## src/rtl/fetch_unit_if.sv

```systemverilog
// Fetch-stage bus bundle: imem request/response, decoder handshake and the redirect/halt controls.
// master = fetch_unit, slave = memory/decoder side.
interface fetch_unit_if;
    logic        imem_req;
    logic [31:0] imem_addr;
    logic        imem_gnt;
    logic        imem_rvalid;
    logic [31:0] imem_rdata;
    logic        ir_valid;
    logic [31:0] ir;
    logic [31:0] ir_pc;
    logic        ir_ready;
    logic        redirect;
    logic [31:0] redirect_pc;
    logic        halt;
    logic        fetch_misaligned;

    modport master (
        output imem_req, imem_addr, ir_valid, ir, ir_pc, fetch_misaligned,
        input  imem_gnt, imem_rvalid, imem_rdata, ir_ready, redirect, redirect_pc, halt
    );

    modport slave (
        input  imem_req, imem_addr, ir_valid, ir, ir_pc, fetch_misaligned,
        output imem_gnt, imem_rvalid, imem_rdata, ir_ready, redirect, redirect_pc, halt
    );
endinterface

```

## src/rtl/fetch_unit.sv

```systemverilog
// Instruction fetch stage: owns the PC, issues imem word requests and delivers returned words in order.
// Optional FETCH_MISALIGN_CHECK_EN: a misaligned redirect target traps into a sticky FAULT state.
module fetch_unit #(
    parameter logic [31:0] RESET_PC   = 32'h0000_0000,
    parameter int          FIFO_DEPTH = 2
) (
    input  logic         clk,
    input  logic         rst_n,
    fetch_unit_if.master bus
);
    localparam int PTR_W  = $clog2(FIFO_DEPTH);
    localparam int CNT_W  = PTR_W + 1;
    localparam int DROP_W = 8;

    typedef enum logic [1:0] {RUN, HALTED, FAULT} state_t;

    state_t state, state_next;

    logic [31:0]           pc;
    logic [31:0]           slot_data [FIFO_DEPTH];
    logic [31:0]           slot_pc   [FIFO_DEPTH];
    logic [FIFO_DEPTH-1:0] slot_filled;
    logic [PTR_W-1:0]      head, tail, fill;
    logic [CNT_W-1:0]      count, outstanding, outstanding_left;
    logic [DROP_W-1:0]     drop, drop_left;
    logic                  running, pop, grant, accept, discard, flush, bad_redirect;

    // A slot freed by this cycle's pop may be re-requested at once, which keeps 1 instr/cycle at depth 2.
    always_comb begin
        running      = (state == RUN);
        bus.ir_valid = running && slot_filled[head];
        bus.ir       = slot_data[head];
        bus.ir_pc    = slot_pc[head];
        pop          = bus.ir_valid && bus.ir_ready;
`ifdef FETCH_MISALIGN_CHECK_EN
        bad_redirect = running && bus.redirect && !bus.halt && (bus.redirect_pc[1:0] != 2'b00);
`else
        bad_redirect = 1'b0;
`endif
        flush         = running && (bus.redirect || bus.halt);
        bus.imem_req  = rst_n && running && !flush &&
                        ((count - CNT_W'(pop)) < CNT_W'(FIFO_DEPTH));
        bus.imem_addr = pc;
        grant         = bus.imem_req && bus.imem_gnt;
        discard       = bus.imem_rvalid && (drop != '0);
        accept        = bus.imem_rvalid && (drop == '0) && (outstanding != '0);
        drop_left        = drop - DROP_W'(discard);
        outstanding_left = outstanding - CNT_W'(accept);
    end

    always_comb begin
        state_next = state;
        if (state == RUN) begin
            if (bus.halt) begin
                state_next = HALTED;
            end else if (bad_redirect) begin
                state_next = FAULT;
            end
        end
    end

    always_ff @(posedge clk or negedge rst_n) begin
        if (!rst_n) begin
            state <= RUN;
        end else begin
            state <= state_next;
        end
    end

    // On a flush every request still in flight becomes a response to throw away.
    always_ff @(posedge clk or negedge rst_n) begin
        if (!rst_n) begin
            pc          <= RESET_PC;
            head        <= '0;
            tail        <= '0;
            fill        <= '0;
            count       <= '0;
            outstanding <= '0;
            drop        <= '0;
            slot_filled <= '0;
            for (int i = 0; i < FIFO_DEPTH; i++) begin
                slot_data[i] <= '0;
                slot_pc[i]   <= '0;
            end
        end else if (flush) begin
            head        <= '0;
            tail        <= '0;
            fill        <= '0;
            count       <= '0;
            outstanding <= '0;
            slot_filled <= '0;
            drop        <= drop_left + DROP_W'(outstanding_left);
            if (bus.redirect && !bus.halt && !bad_redirect) begin
                pc <= bus.redirect_pc & 32'hFFFF_FFFC;
            end
        end else begin
            drop        <= drop_left;
            outstanding <= outstanding + CNT_W'(grant) - CNT_W'(accept);
            count       <= count + CNT_W'(grant) - CNT_W'(pop);
            if (pop) begin
                slot_filled[head] <= 1'b0;
                head              <= head + PTR_W'(1);
            end
            if (grant) begin
                slot_pc[tail]     <= pc;
                slot_filled[tail] <= 1'b0;
                tail              <= tail + PTR_W'(1);
                pc                <= pc + 32'd4;
            end
            if (accept) begin
                slot_data[fill]   <= bus.imem_rdata;
                slot_filled[fill] <= 1'b1;
                fill              <= fill + PTR_W'(1);
            end
        end
    end

`ifdef FETCH_MISALIGN_CHECK_EN
    logic misaligned;

    always_ff @(posedge clk or negedge rst_n) begin
        if (!rst_n) begin
            misaligned <= 1'b0;
        end else if (bad_redirect) begin
            misaligned <= 1'b1;
        end
    end

    assign bus.fetch_misaligned = misaligned;
`else
    assign bus.fetch_misaligned = 1'b0;
`endif
endmodule

```

## src/flat_wrapper.sv

```systemverilog
// flat-port wrapper written by rule: the top's interface ports become plain ports
module fetch_unit_flat 
#(
    parameter logic [31:0] RESET_PC   = 32'h0000_0000,
    parameter int          FIFO_DEPTH = 2
)
  (clk, rst_n, bus_imem_req, bus_imem_addr, bus_ir_valid, bus_ir, bus_ir_pc, bus_fetch_misaligned, bus_imem_gnt, bus_imem_rvalid, bus_imem_rdata, bus_ir_ready, bus_redirect, bus_redirect_pc, bus_halt);
  fetch_unit_if bus_i ();
  input  logic clk;
  input  logic rst_n;
  output wire logic [$bits(bus_i.imem_req)-1:0] bus_imem_req;
  output wire logic [$bits(bus_i.imem_addr)-1:0] bus_imem_addr;
  output wire logic [$bits(bus_i.ir_valid)-1:0] bus_ir_valid;
  output wire logic [$bits(bus_i.ir)-1:0] bus_ir;
  output wire logic [$bits(bus_i.ir_pc)-1:0] bus_ir_pc;
  output wire logic [$bits(bus_i.fetch_misaligned)-1:0] bus_fetch_misaligned;
  input wire logic [$bits(bus_i.imem_gnt)-1:0] bus_imem_gnt;
  input wire logic [$bits(bus_i.imem_rvalid)-1:0] bus_imem_rvalid;
  input wire logic [$bits(bus_i.imem_rdata)-1:0] bus_imem_rdata;
  input wire logic [$bits(bus_i.ir_ready)-1:0] bus_ir_ready;
  input wire logic [$bits(bus_i.redirect)-1:0] bus_redirect;
  input wire logic [$bits(bus_i.redirect_pc)-1:0] bus_redirect_pc;
  input wire logic [$bits(bus_i.halt)-1:0] bus_halt;
  assign bus_imem_req = bus_i.imem_req;
  assign bus_imem_addr = bus_i.imem_addr;
  assign bus_ir_valid = bus_i.ir_valid;
  assign bus_ir = bus_i.ir;
  assign bus_ir_pc = bus_i.ir_pc;
  assign bus_fetch_misaligned = bus_i.fetch_misaligned;
  assign bus_i.imem_gnt = bus_imem_gnt;
  assign bus_i.imem_rvalid = bus_imem_rvalid;
  assign bus_i.imem_rdata = bus_imem_rdata;
  assign bus_i.ir_ready = bus_ir_ready;
  assign bus_i.redirect = bus_redirect;
  assign bus_i.redirect_pc = bus_redirect_pc;
  assign bus_i.halt = bus_halt;
  fetch_unit #(.RESET_PC(RESET_PC), .FIFO_DEPTH(FIFO_DEPTH)) u_core (.clk(clk), .rst_n(rst_n), .bus(bus_i));
endmodule
```

## config.mk

```make
export PLATFORM = sky130hd
export DESIGN_NAME = fetch_unit_flat
export DESIGN_NICKNAME = d
export VERILOG_FILES = /design/src/rtl/fetch_unit_if.sv /design/src/rtl/fetch_unit.sv /design/src/flat_wrapper.sv
export SDC_FILE = /design/constraint.sdc
export NUM_CORES = 1
export LEC_CHECK = 0
export BUFFER_PORTS_ARGS = -buffer_cell sky130_fd_sc_hd__buf_2
export CORE_UTILIZATION = 56
export DETAILED_ROUTE_END_ITERATION = 8
export PLACE_DENSITY = 0.81
export SYNTH_ARGS = -nofsm -noshare
export SYNTH_HDL_FRONTEND = slang
export SYNTH_SLANG_ARGS = --single-unit
```

## constraint.sdc

```tcl
create_clock -name clk -period 3.7 [get_ports clk]
set_input_delay 0 -clock clk [delete_from_list [all_inputs] [get_ports clk]]
set_output_delay 0 -clock clk [all_outputs]
set_load 0.01 [all_outputs]
```

==> flow_summary.yaml, run 1 <==
setup_path:
  regToRegSetupSlack_ns: 0.56
  crit_fanout: 34
  critPathMaxStageDelay_ns: 0.96
  crit_required_ns: 4.01
  cp_top_family: "simple AND/OR/NAND/NOR gates"
  cp_num_buf_inv: 0
  cp_slowest_cell: "or3_2"
  endpoint_kind: "register"
  critPathLaunchType: "register"
  ff2ff_path_depth: 8
  path_cells: "mux2i_1, nor2_1, and2_0, ha_1, xnor2_2, nand4_1, or3_2, mux2_4"
  r2r-start: "u_core.head"
  r2r-end: "u_core.slot_pc[48]"
  path_class: "reg -> reg"
  arrival_ns: 3.45
global_routing:
  grt_pass1_wl_um: 34000
  grt_overflow: 0
  antenna_found_initial: 1
  grt_max_degree: 77
  grt_pass1_vias: 6494
  grt_usage: 0.272
die:
  io_pins: 170
  die_h_um: 127
  core_um2: 15200
  dieArea_um2: 16100
  dieWidth_um: 127
  rows: 45
  start_util: 0.574
pwr:
  p_total_w: 0.00530
  ir_drop_mv: 0.317
  power.density_nw_per_um2: 490
  power.leakage_nw: 5.52
logic_synthesis:
  synth_area_um2: 8730
  synth-async-reset-ratio: 1.00
  synth-main-ff-cell: "dfrtp_1"
  synth.top_cells.by_count: "dfrtp_1, mux2_2, mux2_4, a21oi_1, nor2_1"
  yosysWarnings: 0
  yosysTopAreaCellShare: 0.493
  synth_largest_area_cell: "dfrtp_1"
  ys_seq_area_frac: 0.493
  ys_ff_latch: 172
  synthCells: 687
  synth_edf_count: 0
  avgSynthCellArea_um2: 12.7
  synth_cell_types: 60
  yosysMostFrequentCell: "dfrtp_1"
  synthTopCellsByArea: "dfrtp_1, mux2_2, mux2_4"
clock_tree:
  clock_path_buffers: 2
  hold_buffers: 64
  cts_tree: "yes"
  cts.clk_slew.worst_paths_ns: 0.07
  cts_buffers: 17
  postCtsSetupRepairBufs: 0
  worstSkewPairLatency_ns: 0.43
  cts_resized: 0
  cts-root-buf: "clkbuf_16"
  cts_num_sinks: 172
  htree_levels: 4
placement:
  gp_congestion: 0.855
  portBuffers: 162
  dpl_worst_slack_ns: 0.572
  placed_area_um2: 9580
  hpwl_um: 12300
sta:
  fin_crit_sh: 0.848
  hold_violations: 0
  setup_tns_ns: 0
  hold_ws_ns: 0.0222
  layout_setup_ws_ns: 0.564
  rsz0062_at_grt: "no"
  setup_viol_count_final: 0
  tightest_slew_ns: 1.11
  period_minus_slack_ns: 3.14
  slew_viol_final: 0
  fmax_mhz: 319
  clock_skew_ns: 0.0125
  max-slew-margin-rel: 0.258
drt:
  wl_per_cell_um: 19.0
  firstDrtPassIters: 5
  routed_wl_um: 20900
  viasPerCell: 5.75
  first_iter_violations: 473
  vias: 6324
  drc_errors: 0
  antenna_left: 0
min_path:
  hold_class: "in -> async"
cells_and_area:
  antenna-diode-count: 0
  drive_gt1_frac: 0.428
  num-nets-final: 980
  syn2layout_area_growth_pct: 23.9
  final_area_um2: 10800
run:
  cap_violations: 0
run_status:
  status: "complete, no violations"
## cell usage in the layout (no fill, tap or decap), drive strengths merged, types with 13 or more instances in the layout
cell           n
o21ai         22
nand3         19
o22ai         13
nor2          36
dfrtp        172
nand2         30
dlygate4sd3   64
a21oi         40
mux2         184
nand4         14
buf          168
inv           15
clkbuf        20
## how the worst max path moves through the flow
stage,cells past startpoint,slack [ns],start,end
after global routing,8,0.38,u_core.head,u_core.slot_pc[44]
final,8,0.56,u_core.head,u_core.slot_pc[48]
after detailed placement,8,0.57,u_core.head,u_core.slot_pc[58]
after CTS,8,0.56,u_core.head,u_core.slot_pc[58]
after floorplan,10,1.09,u_core.drop[3],u_core.drop[6]
after global placement,8,0.65,u_core.head,u_core.slot_pc[50]
## stage by stage
| stage | std cells | util |
|---|---|---|
| 4_1_cts | 1099 | 0.712 |
| 3_5_place_dp | 1003 | 0.630 |
| 2_1_floorplan | 691 | - |
| 5_1_grt | 1099 | 0.712 |
| 3_3_place_gp | 1003 | 0.630 |
| 6_report | 1099 | 0.712 |
## report_power, final
group,switching (W),internal (W)
logic,0.000485,0.000621
clock network,0.000758,0.00105
registers,0.000248,0.00214
## layout make-up
| cell class | instances | area (um2) |
|---|---|---|
| clock buffer | 20 | 467 |
| multi-input combinational | 462 | 4110 |
| sequential | 172 | 4310 |
| inverter | 13 | 48.8 |
| timing repair buffer | 232 | 1520 |
| tap | 188 | 235 |
| clock inverter | 12 | 136 |
| fill | 1013 | 4380 |
## sequential cells by signal, summed over array words and instances, names as in the netlist
name                  cells
u_core.bus.imem_addr     30
u_core.count              2
u_core.drop               8
u_core.fill               1
u_core.head               1
u_core.outstanding        2
u_core.slot_data         64
u_core.slot_filled        2
u_core.slot_pc           60
u_core.state              1
u_core.tail               1
## worst register-to-register path: cells and delay by family, from the launching register on
kind | cells | cell delay, ns
DFF | 1 | 0.41
muxes | 2 | 0.63
xor gates and xnor gates | 1 | 0.24
and+or+nand+nor | 4 | 1.47
adders and majority gates | 1 | 0.26
## routing by layer
| layer | part of all wire | global-route usage | vias up |
|---|---|---|---|
| li1 | - | - | 2913 |
| met1 | 0.42 | 0.342 | 3118 |
| met2 | 0.50 | 0.469 | 259 |
| met3 | 0.062 | 0.0586 | 32 |
| met4 | 0.015 | 0.0854 | 2 |
| met5 | 0.00062 | 0 | - |
## logic make-up (layout without fill, tap and decap cells)
kind of cell / count (synthesis) / count (layout) / synth area share
AOI/OAI and AO/OA: 109 / 109 / 0.0781
xor gates and xnor gates: 14 / 14 / 0.0149
adders and majority gates: 11 / 11 / 0.0166
buffers and inverters: 57 / 277 / 0.0400
DFF: 172 / 172 / 0.493
muxes: 186 / 186 / 0.271
other: 1 / 5 / 0.000430
and+or+nand+nor: 137 / 137 / 0.0864
(Power assumes the default switching activity.)
==> run 2, diff against run 1 <==
- CORE_UTILIZATION: 56 -> 50
- PLACE_DENSITY: 0.81 -> 0.76
- clock period: 3.7 -> 2.8 ns (I/O delays scaled with it)
==> run 2 against run 1 <==
Net effect:
- first-iteration DRC count decreased by 14%
- fmax rose by 20%
- register-to-register slack lost 0.38 ns
- worst hold slack improved by 0.0057 ns
- total power is 31% higher
- count of clock-buffer cells in the layout stayed put
- sequential power increased by 32%
==> flow_summary.yaml, run 2 (synthesized netlist as in run 1, its figures left out) <==
sta:
  setup_tns_ns: 0
  slew_viol_final: 0
  fmax_mhz: 382
  clock_skew_ns: 0.00939
  fin_crit_sh: 0.934
  hold_ws_ns: 0.0279
  rsz0062_at_grt: "no"
  setup_viol_count_final: 0
  period_minus_slack_ns: 2.62
  tightest_slew_ns: 0.915
  hold_violations: 0
  max-slew-margin-rel: 0.390
die:
  core_um2: 16800
  dieArea_um2: 18000
  rows: 47
  dieWidth_um: 134
  die_h_um: 134
  io_pins: 170
  start_util: 0.519
cells_and_area:
  n_fill_cell: 1266
  drive_gt1_frac: 0.437
  final_cell_mix: "dfrtp_1, buf_2, mux2_2, mux2_4, dlygate4sd3_1"
  layout_commonest_cell: "dfrtp_1"
  largest_reg_flops: 64
  largest-register: "u_core.slot_data"
  num-nets-final: 989
  syn2layout_area_growth_pct: 25.4
pwr:
  power.leakage_nw: 5.55
  power.density_nw_per_um2: 636
  ir_drop_mv: 0.508
setup_path:
  crit_required_ns: 3.14
  endpoint_kind: "register"
  critPathLaunchType: "register"
  arrival_ns: 2.95
  regToRegSetupSlack_ns: 0.18
  ff2ff_path_depth: 11
  path_class: "reg -> reg"
  crit_fanout: 5
clock_tree:
  htree_levels: 4
  cts-root-buf: "clkbuf_16"
  cts_tree: "yes"
  cts_num_sinks: 172
  cts.clk_slew.worst_paths_ns: 0.06
  worstSkewPairLatency_ns: 0.43
  clock_path_buffers: 2
  cts_buffers: 17
drt:
  firstDrtPassIters: 5
  viasPerCell: 5.56
  vias: 6362
  wl_per_cell_um: 18.2
  antenna_left: 0
  first_iter_violations: 406
  routed_wl_um: 20800
  drc_errors: 0
run:
  cap_violations: 0
min_path:
  hold_class: "in -> reg"
  hold_depth: 4
global_routing:
  grt_max_degree: 174
  grt_util_met2: 0.395
  grtUsageMet1: 0.306
  antenna_found_initial: 1
  grt_pass1_vias: 6303
  grt_usage: 0.238
  grt_pass1_wl_um: 33200
  grt_use_met3: 0.0639
  grt_overflow: 0
  busiest_layer: "met2"
run_status:
  status: "complete, no violations"
placement:
  gp_congestion: 0.848
  portBuffers: 162
  hpwl_um: 12900
==> run 2: changes by cell type in the layout (fill, tap and decap cells not counted), sizes merged <==
cell,before,now
buf,168,180
diode,0,4
dlygate4sd3,64,61
clkinv,5,3
clkinvlp,3,5
==> run 2: final timing paths <==
| path | startpoint | to |
|---|---|---|
| max in group asynchronous | rst_n | u_core.drop[5] |
| max | u_core.drop[5] | u_core.drop[6] |
| min in group asynchronous | rst_n | u_core.bus.imem_addr[27] |
| min | bus_redirect_pc[19] | u_core.bus.imem_addr[19] |
| max reg2reg | u_core.drop[5] | u_core.drop[6] |
| min reg2reg | u_core.slot_data[56] | u_core.slot_data[56] |
==> run 2: stage by stage <==
stage	utilization	instances	power [W]	setup slack, ns	area [um2]
after floorplan	-	691	0.00403	0.193	8750
after global placement	0.579	1047	0.00451	0.167	9730
after detailed placement	0.579	1047	0.00456	0.0402	9730
after CTS	0.650	1140	0.00699	0.0190	10900
after global routing	0.650	1140	0.00728	0.00779	10900
final	0.651	1144	0.00696	0.184	10900
==> run 2: area by class of cell <==
class,count,area (um2),area share
antenna,4,10.0,0.000914
clock buffer,20,447,0.0408
clock inverter,12,138,0.0126
inverter,13,48.8,0.00446
multi-input combinational,462,4120,0.376
sequential,172,4310,0.393
tap,220,275,0.0251
timing repair buffer,241,1600,0.146
==> run 2: metal layers <==
layer | wire length, um | vias up
li1 | - | 2936
met3 | 1470 | 21
met5 | 0 | -
met4 | 262 | 0
met1 | 9060 | 3152
met2 | 10000 | 253
==> run 2: repair_timing <==
action                                 CTS  global route
resized for setup                        0             5
endpoints found under the hold margin  264             0
hold buffers                            61             0
setup endpoints to repair                0             3
setup buffers                            0             0
==> run 2: critical path, stage by stage (launching register included) <==
cell and delay, ns:
dfrtp_2 0.45, nor4_4 0.33, o2111a_2 0.25, ha_1 0.22
inv_1 0.07, ha_1 0.17, inv_1 0.06, fa_1 0.40
nor2_4 0.16, nand4_1 0.11, o21ai_1 0.13, xor2_1 0.18
==> run 2: report_power, final <==
part	switching [W]	internal, W	total (W)
Sequential	0.000325	0.00283	0.00315
Clock	0.000999	0.00134	0.00234
Combinational	0.000639	0.000826	0.00147
==> run 3, diff against run 2 <==
- RECOVER_POWER: default -> 50
==> run 3 against run 2 <==
Net effect:
- total power down 0.29%
- clock power barely moved
- critical path depth down 2
- cell area down 0.72%
==> flow_summary.yaml, run 3 (synthesized netlist as in run 1, its figures left out) <==
run_status:
  status: "complete, no violations"
cells_and_area:
  final_cell_mix: "dfrtp_1, buf_2, mux2_2, mux2_4, dlygate4sd3_1"
  layout_commonest_cell: "dfrtp_1"
  n_fill_cell: 1294
  syn2layout_area_growth_pct: 24.5
  final_area_um2: 10900
  num-nets-final: 989
  fin_util: 0.646
  drive_gt1_frac: 0.397
  largest_reg_flops: 64
  largest-register: "u_core.slot_data"
die:
  dieArea_um2: 18000
  core_um2: 16800
  die_h_um: 134
  dieWidth_um: 134
  io_pins: 170
  start_util: 0.519
  rows: 47
pwr:
  p_sw_frac: 0.282
  p_total_w: 0.00694
  power.leakage_nw: 5.43
  ir_drop_mv: 0.505
  internal-power_w: 0.00498
  power.density_nw_per_um2: 639
  power.share.sequential: 0.454
  combPwrFrac: 0.209
  p_switching_w: 0.00196
  clkPwrFrac: 0.337
sta:
  max-slew-margin-rel: 0.390
  fmax_mhz: 381
  clock_skew_ns: 0.00928
  hold_violations: 0
  setup_viol_count_final: 0
  fin_crit_sh: 0.936
  slew_viol_final: 0
  period_minus_slack_ns: 2.62
  setup_tns_ns: 0
  tightest_slew_ns: 0.915
  rsz0062_at_grt: "no"
run:
  cap_violations: 0
drt:
  first_iter_violations: 397
  antenna_left: 0
  firstDrtPassIters: 5
  routed_wl_um: 20800
  drc_errors: 0
  vias: 6364
  wl_per_cell_um: 18.2
  viasPerCell: 5.57
global_routing:
  grt_pass1_wl_um: 33200
  grt_max_degree: 174
  antenna_found_initial: 1
  grt_overflow: 0
  grt_usage: 0.238
  grt_pass1_vias: 6303
placement:
  hpwl_um: 12900
  gp_congestion: 0.848
  portBuffers: 162
  placed_area_um2: 9730
setup_path:
  cp_slowest_cell: "or3_2"
  crit_fanout: 21
  critPathMaxStageDelay_ns: 0.50
  path_class: "reg -> reg"
  critPathLaunchType: "register"
  endpoint_kind: "register"
  cp_num_buf_inv: 1
  path_cells: "mux2i_1, nor2_1, and2_0, ha_1, xnor2_2, nand4_1, or3_2, buf_4, mux2_4"
  arrival_ns: 2.93
  cp_top_family: "simple AND/OR/NAND/NOR gates"
  crit_required_ns: 3.11
clock_tree:
  htree_levels: 4
  cts-root-buf: "clkbuf_16"
  worstSkewPairLatency_ns: 0.42
  cts_buffers: 17
  cts.clk_slew.worst_paths_ns: 0.07
  cts_num_sinks: 172
  clock_path_buffers: 2
  cts_tree: "yes"
min_path:
  hold_class: "in -> reg"
[run 3: changes by cell type in the layout (fill, tap and decap cells not counted)]
cell | before | now
nand3_2 | 0 | 1
mux2_1 | 10 | 13
mux2_4 | 72 | 69
nor2_1 | 33 | 34
buf_4 | 15 | 14
clkbuf_1 | 2 | 35
nand3_4 | 1 | 0
buf_2 | 161 | 130
buf_6 | 1 | 0
nor2_4 | 2 | 1
diode_2 | 4 | 3
[run 3: worst paths after layout]
path,from,end,slack [ns],cells after the start
max,u_core.head,u_core.slot_pc[49],0.18,9
min,bus_redirect_pc[15],u_core.bus.imem_addr[15],0.03,4
max reg2reg,u_core.head,u_core.slot_pc[49],0.18,9
min reg2reg,u_core.slot_data[56],u_core.slot_data[56],0.49,1
max in group asynchronous,rst_n,u_core.drop[5],1.42,3
min in group asynchronous,rst_n,u_core.bus.imem_addr[25],0.72,3
[run 3: worst register-to-register path: cells and delay by family (launching register included)]
kind                       cells  cell delay [ns]
buffers and inverters          1             0.27
adders and majority gates      1             0.23
and+or+nand+nor                4             0.92
muxes                          2             0.50
xor gates and xnor gates       1             0.19
DFF                            1             0.40
[run 3: power by group through the flow]
| stage | Combinational (W) | Sequential (W) | Clock (W) |
|---|---|---|---|
| global route | 0.00159 | 0.00320 | 0.00248 |
| global placement | 0.00135 | 0.00316 | 0 |
| floorplan | 0.000911 | 0.00312 | 0 |
| finish | 0.00145 | 0.00315 | 0.00234 |
| detailed placement | 0.00138 | 0.00318 | 0 |
| CTS | 0.00146 | 0.00314 | 0.00239 |
[run 3: metal layers]
layer,track usage,wire length [um],part of all wire
met5,0,0,0
met4,0.0680,293,0.014
met3,0.0639,1410,0.068
met2,0.395,10000,0.48
met1,0.306,9080,0.44
[run 3: metrics by stage]
stage                     instances  setup slack [ns]  hold slack, ns
final                          1143             0.178          0.0263
after CTS                      1140            0.0190         0.00306
after global routing           1140           0.00914          0.0228
after floorplan                 691             0.193          -0.296
after detailed placement       1047            0.0402           0.235
after global placement         1047             0.167           0.232
[run 3: cell type report]
class	instances	area [um2]	area share
Sequential cell	172	4310	0.396
Multi-Input combinational cell	462	4090	0.377
Timing Repair Buffer	241	1550	0.143
Clock buffer	20	447	0.0411
Tap cell	220	275	0.0253
Clock inverter	12	138	0.0127
Inverter	13	48.8	0.00449
Antenna cell	3	7.51	0.000691
[run 3: repair_timing]
| item | CTS | global route |
|---|---|---|
| endpoints found under the hold margin | 264 | 0 |
| gates resized for setup | 0 | 5 |
| hold buffers | 61 | 0 |
| setup buffers | 0 | 0 |
| setup endpoints to repair | 0 | 3 |
